## src/rtl/dot_product_accum.sv

```systemverilog
// Accumulates TERMS unsigned 16-bit products into one ACC_W-bit result and
// holds it behind a valid/ready handshake until downstream consumes it.
module dot_product_accum #(
    parameter int TERMS = 4,
    parameter int ACC_W = 18
) (
    input  logic             clk,
    input  logic             rst_n,
    input  logic             clear,
    input  logic [15:0]      prod,
    input  logic             prod_valid,
    output logic             prod_ready,
    output logic [ACC_W-1:0] sum,
    output logic             sum_valid,
    input  logic             sum_ready
);

    // count only needs to reach TERMS-1; the final accept clears it.
    localparam int CNT_W = (TERMS > 1) ? $clog2(TERMS) : 1;

    typedef enum logic [1:0] {
        IDLE  = 2'd0,
        ACCUM = 2'd1,
        HOLD  = 2'd2
    } state_t;

    state_t             state, state_next;
    logic               running;
    logic [ACC_W-1:0]   acc, acc_next, acc_sum;
    logic [CNT_W-1:0]   count, count_next;
    logic               accept, last_term, load_sum;

    // running holds prod_ready low until the first edge after reset release.
    assign prod_ready = running && (state != HOLD);
    assign sum_valid  = (state == HOLD);
    assign accept     = prod_valid && prod_ready;
    assign last_term  = (count == CNT_W'(TERMS - 1));
    assign acc_sum    = acc + ACC_W'(prod);

    always_comb begin
        // NOTE: every output gets a default first so no path leaves it unassigned (no latch).
        state_next = state;
        acc_next   = acc;
        count_next = count;
        load_sum   = 1'b0;
        case (state)
            HOLD: begin
                if (sum_ready) state_next = IDLE;
            end
            default: begin
                if (clear) begin
                    state_next = IDLE;
                    acc_next   = '0;
                    count_next = '0;
                end else if (accept) begin
                    if (last_term) begin
                        state_next = HOLD;
                        load_sum   = 1'b1;
                        acc_next   = '0;
                        count_next = '0;
                    end else begin
                        state_next = ACCUM;
                        acc_next   = acc_sum;
                        count_next = count + CNT_W'(1);
                    end
                end
            end
        endcase
    end

    always_ff @(posedge clk or negedge rst_n) begin
        // NOTE: sequential state uses non-blocking assignments so all registers update together.
        if (!rst_n) begin
            state   <= IDLE;
            running <= 1'b0;
            acc     <= '0;
            count   <= '0;
        end else begin
            state   <= state_next;
            running <= 1'b1;
            acc     <= acc_next;
            count   <= count_next;
        end
    end

    // sum keeps its last value after handoff; only sum_valid qualifies it.
    always_ff @(posedge clk or negedge rst_n) begin
        if (!rst_n) begin
            sum <= '0;
        end else if (load_sum) begin
            sum <= acc_sum;
        end
    end

endmodule

```

## config.mk

```make
export PLATFORM = sky130hd
export DESIGN_NAME = dot_product_accum
export DESIGN_NICKNAME = d
export VERILOG_FILES = /design/src/rtl/dot_product_accum.sv
export SDC_FILE = /design/constraint.sdc
export NUM_CORES = 1
export LEC_CHECK = 0
export BUFFER_PORTS_ARGS = -buffer_cell sky130_fd_sc_hd__buf_2
export CORE_UTILIZATION = 56
export DETAILED_ROUTE_END_ITERATION = 8
export PLACE_DENSITY = 0.84
export SETUP_SLACK_MARGIN = 0.1
export SLEW_MARGIN = 10
export SYNTH_ARGS = -nofsm -noshare
export SYNTH_HDL_FRONTEND = slang
export SYNTH_SLANG_ARGS = --single-unit
```

## constraint.sdc

```tcl
create_clock -name clk -period 3.4 [get_ports clk]
set_clock_uncertainty 0.2 [all_clocks]
set_input_delay 0.17 -clock clk [delete_from_list [all_inputs] [get_ports clk]]
set_output_delay 0.17 -clock clk [all_outputs]
set_load 0.02 [all_outputs]
```

* Word-level counts from Yosys, hierarchy flattened
Cells that the tools add are included.
Cells by class: $add $sub $neg 2, equality and inequality tests 4, mux-type cells 15, reductions and logical operators 6, bitwise operators 1
Operators by type and width (number):
- 2-to-1 mux 18 bit | 3
- adder 18 x 16 -> 18 bit | 1
- 2-to-1 mux 2 bit | 8
- equality test 2 bit (second input constant) | 2
- 2-to-1 mux 1 bit | 4
- AND reduction 2 bit | 2
- nonzero test 3 bit | 1
- adder 2 x 1 -> 2 bit (second input constant) | 1
- logical AND 1 bit | 2
- != test 2 x 1 -> 1 bit (second input constant) | 1
- != test 2 bit (second input constant) | 1
- nonzero test 2 bit | 1
- inverter 1 bit | 1
Word-level totals: bits of input ports 21, output and inout bits 20, bits in registers 41, word-level logic and storage cells 33

* Depth between registers and ports, before layout
depth after elaboration 6, mapped depth 8, mapped depth without buffers 8

* Worst setup path after synthesis
Ideal clock, no wire load.
path kind reg2reg, start point register acc[0], end point register acc[14], buffers on the path 0, data arrival time 2245 ps, data required time 3078 ps, library setup time 122 ps, cell stages (with the launch flop) 9, setup slack 833 ps, clock period less this slack 2567 ps, cell sequence dfrtp_1 -> ha_1 -> fa_1 -> a211oi_2 -> o21bai_2 -> o311ai_4 -> a21oi_2 -> or3_1 -> a32o_1
On the way: cells in the longest elaborated chain, start to end 4
RTL lines:
- start: declaration | line 29 | logic [ACC_W-1:0] acc, acc_next, acc_sum;
- start signal: assignment | line 81 | acc <= acc_next;
- adder 18 x 16 -> 18 bit | line 38 | assign acc_sum = acc + ACC_W'(prod);
- 2-to-1 mux 18 bit | line 56 | if (last_term) begin
- 2-to-1 mux 18 bit | line 55 | end else if (accept) begin
- 2-to-1 mux 18 bit | line 51 | if (clear) begin
No other way between the ends. The select of a mux whose other input is x is not followed. A chain may end at the register's enable or synchronous reset.

* Worst setup path in the final report
Ends and elaborated chain as after synthesis.

==> results.md <==
* Critical-path top delay cell: fa_1
* DIE AREA at 4640 um2
* GRT Total Usage at 25.4%
* Multi-input gate area at 1370 um2
* Dpl cell area at 2710 um2
* WL/cell at 15.4 um
* Maximum vdd drop at 0.000235 V
* Status: completed
* Post-synth EDFFs at 0
* Clock power share at 32.1%
* IO Port Bufs at 40
* Reg-to-Reg Start: acc[0]
* # diodes at 0
* Seq. cell area at 1030 um2
* Hold Path Class: primary input to flop
* Pins Over Slew Limit at 0
* Final non-filler cell total at 351
* Worst slew pin tran at 0.911 ns
* Fmax at 367 MHz
* Largest net degree at the start of global routing at 42
* Max Fanout on Critical Path at 3
* Pwr Density at 449 nW/um2
* CP Capture Type: flop
* Hold Slack at 0.0323 ns
* Worst-path cell chain: ha_1, fa_1, a211oi_2, o21bai_2, o311ai_4, a21oi_2, or3_1, a32o_1
* Met2 Use GR at 43.5%
* Share of the synthesized area in the top cell type at 41.9%
* Predominant post-synthesis flop cell: dfrtp_1
* Max Cap Violations at 0
* Critical path class: flop to flop
* Routability Congestion at 0.940
* Post-synthesis instance total at 252
* LEAKAGE at 1.48 nW
* Post-route setup TNS at 0 ns
* Fin nets at 339
* Post-Route Utilization at 70.1%
* Area Growth Syn to Fin at 17.0%
* RSZ-0062 raised after global routing: false
* Sw Share at 30.1%
* FF-to-FF setup slack at 0.68 ns
* Cts bufs inserted at 5
* P_int at 0.901 mW
* Initial Util at 60.0%
* Fin. Hold Viols at 0
* Core Region at 4090 um2
* Fill cells at 329
* CTS tree: built
* Worst rel slew slack at 39.3%
* Tot Pwr at 1.29 mW
* Die Wd at 68.1 um
* # rows at 23
* Initial DRC Count at 137
* Place WS at 0.690 ns
* Clk slew on worst S/H paths at 0.08 ns
* Root Buffer: clkbuf_8
* Post-CTS sizing at 0
* Detail Route Antenna Nets at 0
* Layout cells sized above 1 at 22.6%
* First-pass GRT wire length at 8.64 mm
* Sequential fraction of the synthesis area at 41.9%
* CP required at 3.39 ns
* Critical Path AT at 2.71 ns
* Startpoint type of the worst setup path: flop
* M1 GR Usage at 31.3%
* Synth unique cells at 53
* Comb power frac at 25.3%
* Total grt overflow at 0
* Vias in the first global route at 1978
* Grt peak-use layer: met2
* Synth Net Count at 291
* Worst-Skew Late Latency at 0.30 ns
* Drt first pass iters at 4
* Post-Syn Area at 2450 um2
* Setup crit end: acc[14]
* Minimum clock period at 2.72 ns
* Top Ports at 41
* DRC violations left at 0
* Sequential share of power at 42.5%
* Final instance area at 2870 um2
* Final Cycle Share at 80.1%
* Top-count cell post-synth: nand2_1
* Critical register-to-register path endpoint: acc[14]
* Syn. warnings at 0
* P_sw at 0.388 mW
* Initial antenna violation count at 0
* Synth Area per Inst at 9.72 um2
* Most frequent cells after synthesis: nand2_1, dfrtp_1, ha_1
* Clock Sinks at 41
* Crit-path max cell delay at 0.44 ns
* Post-DP HPWL at 3.89 mm
* Critical path startpoint: acc[0]
* # setup viols final at 0
* Main area contributors after synthesis: dfrtp_1, ha_1, nand2_1
* Yosys top cell by area: dfrtp_1
* Die Ht at 68.1 um
* Longest Clk Path Bufs at 2
* Via count at 2076
* H-tree Lvls at 2
* Met3 Resource Use GR at 5.33%
* Vias per std cell at 5.91
* Asr flop ratio synth at 100%
* FF-to-FF path depth at 8
* Total Wirelength at 5.40 mm
* Post-route worst setup slack at 0.678 ns
* # placed instances at 339
* FF+latch count, synth at 41
## cells by family (layout without fill, tap and decap cells)
family	count (synthesis)	after routing	synth area share (%)
and+or+nand+nor	88	88	17.6
muxes	4	4	1.84
adders and majority gates	18	18	9.50
DFF	41	41	41.9
xor gates and xnor gates	10	10	3.58
AOI/OAI and AO/OA	77	77	23.2
buffers and inverters	13	62	2.25
other	1	1	0.153
## placed cells by master (no fill, tap or decap), drive strengths merged, types with 3 or more instances in the layout
cell type and n:
clkbuf 7, mux2 4, nor3 3, ha 17
xnor2 8, o21bai 3, a21oi 18, nand4 5
o21ai 12, o21a 6, buf 44, nand2 47
inv 6, o31ai 3, a21o 5, o211ai 4
dfrtp 41, nor2b 3, nand3 4, dlygate4sd3 4
nor2 10, a22o 9, nand2b 3
## final cells by class
class / instances / area share [%]
repair buffers: 48 / 9.43
flip-flops and latches: 41 / 35.8
clock inverters: 1 / 1.05
clock buffers: 7 / 3.01
multi-input cells: 198 / 47.8
well taps: 50 / 2.18
inverters: 6 / 0.786
## worst max-delay path, delay by kind of cell (launching register included)
family                     cells  cell delay (ns)
AOI/OAI and AO/OA              5             1.03
adders and majority gates      2             0.65
DFF                            1             0.39
and+or+nand+nor                1             0.35
## power by group through the flow
stage          logic (mW)  registers [mW]  clock network (mW)
6_report            0.326           0.548               0.414
5_1_grt             0.362           0.553               0.433
4_1_cts             0.327           0.548               0.417
3_5_place_dp        0.321           0.558                   0
3_3_place_gp        0.311           0.555                   0
2_1_floorplan       0.220           0.571                   0
## registers in the layout, indices dropped and copies added, names as in the netlist
signal	flops
running	1
count	2
sum	18
state	2
acc	18
## per-layer routing
layer | wire length, um | vias up | part of all wire, %
met4 | 81 | 0 | 1.5
met1 | 2450 | 1004 | 45
li1 | - | 1022 | -
met2 | 2690 | 41 | 50
met5 | 0 | - | 0
met3 | 179 | 9 | 3.3
## worst min-delay path by stage
stage / start / slack (ns) / end / cells past startpoint
2_1_floorplan: rst_n / -0.33 / acc[0] / 0
3_3_place_gp: rst_n / 0.14 / sum[4] / 1
3_5_place_dp: rst_n / 0.16 / sum[4] / 1
4_1_cts: prod[0] / 0.03 / sum[0] / 4
5_1_grt: prod[0] / 0.07 / sum[0] / 4
6_report: prod[0] / 0.03 / sum[0] / 4
## repair_timing
item / CTS / global route
hold endpoints to repair: 45 / 0
hold buffers: 4 / 0
buffers inserted: 0 / 0
No activity file was read; power rests on OpenSTA's default activity.
